**src/rtl/flappy_pkg.sv**
```systemverilog
`default_nettype none
// ============================================================================
// Module   : flappy_pkg
// Purpose  : Shared types for the flappy pipe/scroll datapath.
// Revision : 1.0
// ============================================================================
package flappy_pkg;

    localparam int ROWS = 16;

    typedef logic [ROWS-1:0] pipe_col_t;

    typedef enum logic [1:0] {
        IDLE = 2'd0,
        RUN  = 2'd1,
        OVER = 2'd2
    } state_t;

endpackage
`default_nettype wire

```
**src/rtl/pipe_scroller_scroll_div.sv**
```systemverilog
`default_nettype none
// ============================================================================
// Module   : scroll_div
// Purpose  : Divides the clock into one-cycle scroll tick pulses.
// Revision : 1.0
// ============================================================================
module scroll_div #(
    parameter int SCROLL_DIV = 4
) (
    input  logic clk,
    input  logic rst,
    input  logic i_en,
    input  logic i_clr,
    output logic o_tick
);

    localparam int                 c_CNT_W = $clog2(SCROLL_DIV);
    localparam logic [c_CNT_W-1:0] c_LAST  = c_CNT_W'(SCROLL_DIV - 1);

    logic [c_CNT_W-1:0] r_cnt;

    always_ff @(posedge clk or posedge rst) begin
        if (rst) begin
            r_cnt <= '0;
        end else if (i_clr) begin
            r_cnt <= '0;
        end else if (i_en) begin
            r_cnt <= (r_cnt == c_LAST) ? '0 : r_cnt + 1'b1;
        end
    end

    assign o_tick = i_en && (r_cnt == c_LAST);

endmodule
`default_nettype wire

```
**src/rtl/pipe_scroller.sv**
```systemverilog
`default_nettype none
// ============================================================================
// Module   : pipe_scroller
// Purpose  : Buffers pipe columns, scrolls the playfield, detects collision
//            with the bird and keeps the score.
// Revision : 1.0
// ============================================================================
module pipe_scroller
    import flappy_pkg::*;
#(
    parameter int COLS       = 16,
    parameter int SCROLL_DIV = 4,
    parameter int GAP        = 4,
    parameter int BIRD_COL   = 3,
    parameter int SCORE_W    = 8
) (
    input  logic                     clock,
    input  logic                     reset,
    input  logic                     start,
    output logic                     pipe_req,
    input  logic                     pipe_valid,
    input  logic [15:0]              pipe_col,
    input  logic [15:0]              bird_row,
    input  logic [$clog2(COLS)-1:0]  disp_col,
    output logic [15:0]              disp_row,
    output logic                     running,
    output logic                     game_over,
    output logic [SCORE_W-1:0]       score,
    output logic                     underrun
);

    localparam int                 c_SP_W      = (GAP > 1) ? $clog2(GAP) : 1;
    localparam logic [c_SP_W-1:0]  c_SP_LAST   = c_SP_W'(GAP - 1);
    localparam logic [SCORE_W-1:0] c_SCORE_MAX = '1;

    state_t              r_state;
    state_t              w_state_next;
    pipe_col_t           r_col [COLS];
    logic [COLS-1:0]     r_flag;
    pipe_col_t           r_buf;
    logic                r_buf_full;
    logic [c_SP_W-1:0]   r_spacing;
    logic [SCORE_W-1:0]  r_score;
    logic                r_underrun;
    pipe_col_t           r_disp_row;

    logic w_run;
    logic w_enter_run;
    logic w_hit;
    logic w_tick;
    logic w_step;
    logic w_due;
    logic w_insert;
    logic w_xfer;

    assign w_run       = (r_state == RUN);
    assign w_enter_run = (r_state != RUN) && start;
    assign w_hit       = w_run && (((r_col[BIRD_COL] & bird_row) != '0) || (bird_row == '0));
    // A collision in a tick cycle wins: the field and score must freeze as hit.
    assign w_step      = w_tick && !w_hit;
    assign w_due       = (r_spacing == c_SP_LAST);
    assign w_insert    = w_step && w_due && r_buf_full;
    assign w_xfer      = pipe_req && pipe_valid;

    scroll_div #(
        .SCROLL_DIV (SCROLL_DIV)
    ) u_scroll_div (
        .clk    (clock),
        .rst    (reset),
        .i_en   (w_run),
        .i_clr  (w_enter_run),
        .o_tick (w_tick)
    );

    always_ff @(posedge clock or posedge reset) begin
        if (reset) begin
            r_state <= IDLE;
        end else begin
            r_state <= w_state_next;
        end
    end

    always_comb begin
        w_state_next = r_state;
        case (r_state)
            IDLE:    if (start) w_state_next = RUN;
            RUN:     if (w_hit) w_state_next = OVER;
            OVER:    if (start) w_state_next = RUN;
            default: w_state_next = IDLE;
        endcase
    end

    always_ff @(posedge clock or posedge reset) begin
        if (reset) begin
            for (int i = 0; i < COLS; i++) r_col[i] <= '0;
            r_flag <= '0;
        end else if (w_enter_run) begin
            for (int i = 0; i < COLS; i++) r_col[i] <= '0;
            r_flag <= '0;
        end else if (w_step) begin
            for (int i = 0; i < COLS - 1; i++) begin
                r_col[i]  <= r_col[i+1];
                r_flag[i] <= r_flag[i+1];
            end
            r_col[COLS-1]  <= w_insert ? r_buf : '0;
            r_flag[COLS-1] <= w_insert;
        end
    end

    always_ff @(posedge clock or posedge reset) begin
        if (reset) begin
            r_buf      <= '0;
            r_buf_full <= 1'b0;
            r_spacing  <= '0;
            r_score    <= '0;
            r_underrun <= 1'b0;
        end else if (w_enter_run) begin
            r_buf      <= '0;
            r_buf_full <= 1'b0;
            r_spacing  <= c_SP_LAST;
            r_score    <= '0;
            r_underrun <= 1'b0;
        end else begin
            r_underrun <= w_step && w_due && !r_buf_full;
            // Insert and transfer are exclusive: one needs a full buffer, the other an empty one.
            if (w_insert) r_buf_full <= 1'b0;
            if (w_xfer) begin
                r_buf      <= pipe_col;
                r_buf_full <= 1'b1;
            end
            if (w_step) begin
                if (!w_due) begin
                    r_spacing <= r_spacing + 1'b1;
                end else if (r_buf_full) begin
                    r_spacing <= '0;
                end
            end
            if (w_step && r_flag[BIRD_COL] && (r_score != c_SCORE_MAX)) begin
                r_score <= r_score + 1'b1;
            end
        end
    end

    always_ff @(posedge clock or posedge reset) begin
        if (reset) begin
            r_disp_row <= '0;
        end else begin
            r_disp_row <= (32'(disp_col) < COLS) ? r_col[disp_col] : '0;
        end
    end

    assign pipe_req  = w_run && !r_buf_full;
    assign running   = w_run;
    assign game_over = (r_state == OVER);
    assign score     = r_score;
    assign underrun  = r_underrun;
    assign disp_row  = r_disp_row;

endmodule
`default_nettype wire

```
**config.mk**
```make
export PLATFORM = sky130hd
export DESIGN_NAME = pipe_scroller
export DESIGN_NICKNAME = d
export VERILOG_FILES = /design/src/rtl/flappy_pkg.sv /design/src/rtl/pipe_scroller_scroll_div.sv /design/src/rtl/pipe_scroller.sv
export SDC_FILE = /design/constraint.sdc
export NUM_CORES = 1
export LEC_CHECK = 0
export BUFFER_PORTS_ARGS = -buffer_cell sky130_fd_sc_hd__buf_2
export CAP_MARGIN = 10
export CELL_PAD_IN_SITES_DETAIL_PLACEMENT = 1
export CELL_PAD_IN_SITES_GLOBAL_PLACEMENT = 1
export CORE_ASPECT_RATIO = 0.8
export CORE_MARGIN = 8
export CORE_UTILIZATION = 44
export CTS_CLUSTER_DIAMETER = 80
export DETAILED_ROUTE_END_ITERATION = 8
export HOLD_SLACK_MARGIN = 0.1
export PLACE_DENSITY_LB_ADDON = 0.15
export SETUP_SLACK_MARGIN = 0.05
export SLEW_MARGIN = 5
export SYNTH_ARGS = -nofsm -noshare
export SYNTH_HDL_FRONTEND = slang
export SYNTH_SLANG_ARGS = --single-unit
```
**constraint.sdc**
```tcl
create_clock -name clock -period 9.9 [get_ports clock]
set_input_delay 1.98 -clock clock [delete_from_list [all_inputs] [get_ports clock]]
set_output_delay 1.98 -clock clock [all_outputs]
set_load 0.02 [all_outputs]
```
==> summary.txt <==
Clock tree
  – Cts hold-fix bufs: 0
  – CTS tree: built
  – CTS Buf Count: 35
  – Clock sinks: 317
  – Post-cts sizing count: 0
  – Htree depth: 2
  – Clk buf depth: 3
  – Clock latency on the worst-skew pair: 0.52 ns
  – Clock root buffer: clkbuf_16
  – CTS clk-pin slew, worst paths: 0.06 ns
  – Post-CTS setup buffer count: 0

Power
  – P_leak: 8.21 nW
  – Total power per unit cell area: 253 mW/mm^2
  – PnR Total Power: 4.04 mW
  – Peak VDD IR: 0.000342 V

Finish
  – Final Net Count: 1500
  – Register area: 0.00793 mm^2
  – Multi-input gate area: 0.00596 mm^2
  – N_diodes: 0
  – Synth-to-layout area growth: 11.0%
  – Fillcell total: 3578
  – Share of post-route cells with drive strength above 1: 14.7%
  – Design area: 0.0160 mm^2

Timing
  – Crit path time final: 4.38 ns
  – Worst-Margin Slew: 1.30 ns
  – Final clock skew: 0.0147 ns
  – Max-slew headroom: 12.3%
  – Unrepaired setup endpoints after global routing: no
  – Hold Violations, Final: 0
  – Finish-stage setup viols: 0
  – Fmax: 228 MHz
  – Pins over their slew limit: 0
  – Tcrit/Tclk final: 44.2%
  – Setup TNS: 0 ns

Synthesis
  – Post-synth top area share: 55.1%
  – Synth Flop Type: dfrtp_1
  – Seq/Total Area, Yosys: 55.1%
  – Leading cell types by count after synthesis: nand2_1 (562), dfrtp_1 (317), nand3_1 (278), mux4_2 (80), clkbuf_1 (56)
  – Distinct cells, synth: 36
  – Post-Syn Instances: 1460
  – Leading area contributor after synthesis: dfrtp_1
  – Synth top area cells: dfrtp_1 (55%), nand2_1 (15%), mux4_2 (13%)
  – Asr flop ratio synth: 100%
  – Post-synth EDFFs: 0
  – #FFs+latches synth: 317
  – Syn nets: 1503
  – Synthesized area: 0.0144 mm^2
  – Syn. warnings: 0
  – Syn Area/Cell: 9.86 um^2
  – Count leader, synth: nand2_1

Setup path
  – Setup crit start kind: input pin
  – R2R depth: 7
  – Worst setup path endpoint: score[3]
  – R2r endpoint: score[3]
  – CP Capture Type: flip-flop
  – Crit-path max FO: 239
  – Reg-to-reg setup timing slack: 6.50 ns
  – Critical path startpoint: bird_row[0]
  – Delay of the slowest critical-path stage: 0.72 ns
  – Crit path required time: 10.33 ns
  – CP cell instances: buf_2 -> a22oi_1 -> nand4_2 -> or4_4 -> buf_12 -> or4_1 -> a21oi_1
  – Crit Reg-Reg Startpoint: r_state[1]
  – WS Path Type: in -> reg
  – Critical path's slowest cell: or4_4
  – Arr. time, crit path: 4.80 ns

Detailed routing
  – DR vias/cell: 5.65
  – Final antenna-violating net count: 0
  – TritonRoute pass-1 iters: 5
  – Initial DRC count: 996
  – Via count: 10800
  – WL/cell: 19.9 um
  – DRC: 0
  – WL final: 37900 um

Global routing
  – Overflow after GRT: 0
  – Number of global-route vias before repair: 11000
  – First-pass GRT wire length: 62300 um
  – Initial antenna violation count: 0
  – Gr usage total: 19.9%
  – Largest net degree at the start of global routing: 240

Die
  – DIE WIDTH: 218 um
  – Die area: 0.0388 mm^2
  – Starting Density: 44.5%
  – Die Ht: 178 um
  – Num rows: 59
  – CORE AREA: 0.0323 mm^2
  – I/O pin total: 68

Placed design
  – Hpwl dp: 22600 um
  – Area after DPL: 0.0149 mm^2
  – I/O Buffers: 67
  – Routability cong.: 0.741

Run
  – Maximum capacitance violations: 0

Run status
  – Status: completed

Hold path
  – Hold Crit Class: reg -> reg
==> logic make-up after synthesis <==
group,after synthesis,share of synthesized area [%]
compound gates,64,2.71
fa+ha+maj,3,0.261
buf+inv,124,3.66
flops,317,55.1
mux,80,12.5
simple gates,872,25.7
==> worst min path at each step <==
stage | from | end | slack [ns] | cells after the start
2_1_floorplan | r_flag[4] | r_flag[3] | 0.45 | 2
3_3_place_gp | r_flag[10] | r_flag[9] | 0.46 | 2
3_5_place_dp | r_flag[10] | r_flag[9] | 0.46 | 2
4_1_cts | r_flag[12] | r_flag[11] | 0.48 | 2
5_1_grt | r_flag[12] | r_flag[11] | 0.49 | 2
6_report | r_flag[13] | r_flag[12] | 0.48 | 2
==> metal layers <==
metal  vias up  track usage [%]  share of wire (%)
met5         -                0                  0
met4         0             6.90                3.2
met3        62             2.78                3.3
met2       157             31.1                 47
met1      5598             28.2                 47
li1       4950                -                  -
==> worst max-delay path, delay by kind of cell <==
kind | cells | cell delay, ns
buffers and inverters | 2 | 0.51
and+or+nand+nor | 3 | 1.59
AOI/OAI and AO/OA | 2 | 0.48
==> sequential cells by signal (all words and copies together) (netlist names) <==
register	count
r_flag	13
disp_row	16
r_col	256
r_buf	16
score	8
u_scroll_div.r_cnt	2
r_spacing	2
underrun	1
r_buf_full	1
r_state	2
==> metrics by stage <==
stage	util, %	instances	setup slack, ns	hold WS (ns)
after floorplan	-	1460	3.70	0.446
after global placement	46.1	1847	5.23	0.458
after detailed placement	46.1	1847	5.13	0.462
after CTS	49.4	1906	5.67	0.477
after global routing	49.4	1906	5.53	0.486
final	49.4	1906	5.52	0.476
==> cell type report <==
cell class              count  area share (%)
clock inverters             5           0.204
clock buffers              54            6.44
flip-flops and latches    317            49.6
inverters                   5           0.172
repair buffers             79            2.93
well taps                 427            3.34
multi-input cells        1019            37.3
==> cell usage in the layout (no fill, tap or decap), drive strengths merged, types with 2 or more instances in the layout <==
| cell | count |
|---|---|
| a21oi | 25 |
| a22oi | 8 |
| a31o | 2 |
| and2 | 2 |
| buf | 79 |
| clkbuf | 54 |
| clkinv | 4 |
| dfrtp | 317 |
| ha | 3 |
| inv | 5 |
| mux4 | 80 |
| nand2 | 562 |
| nand2b | 2 |
| nand3 | 278 |
| nand4 | 2 |
| nor2 | 6 |
| nor3 | 4 |
| nor4 | 7 |
| o21ai | 20 |
| o31ai | 4 |
| or4 | 4 |
==> power by group <==
part,switching (mW),internal [mW]
Clock,0.522,0.716
Combinational,0.780,0.272
Sequential,0.199,1.55
No activity file was read; power rests on OpenSTA's default activity.
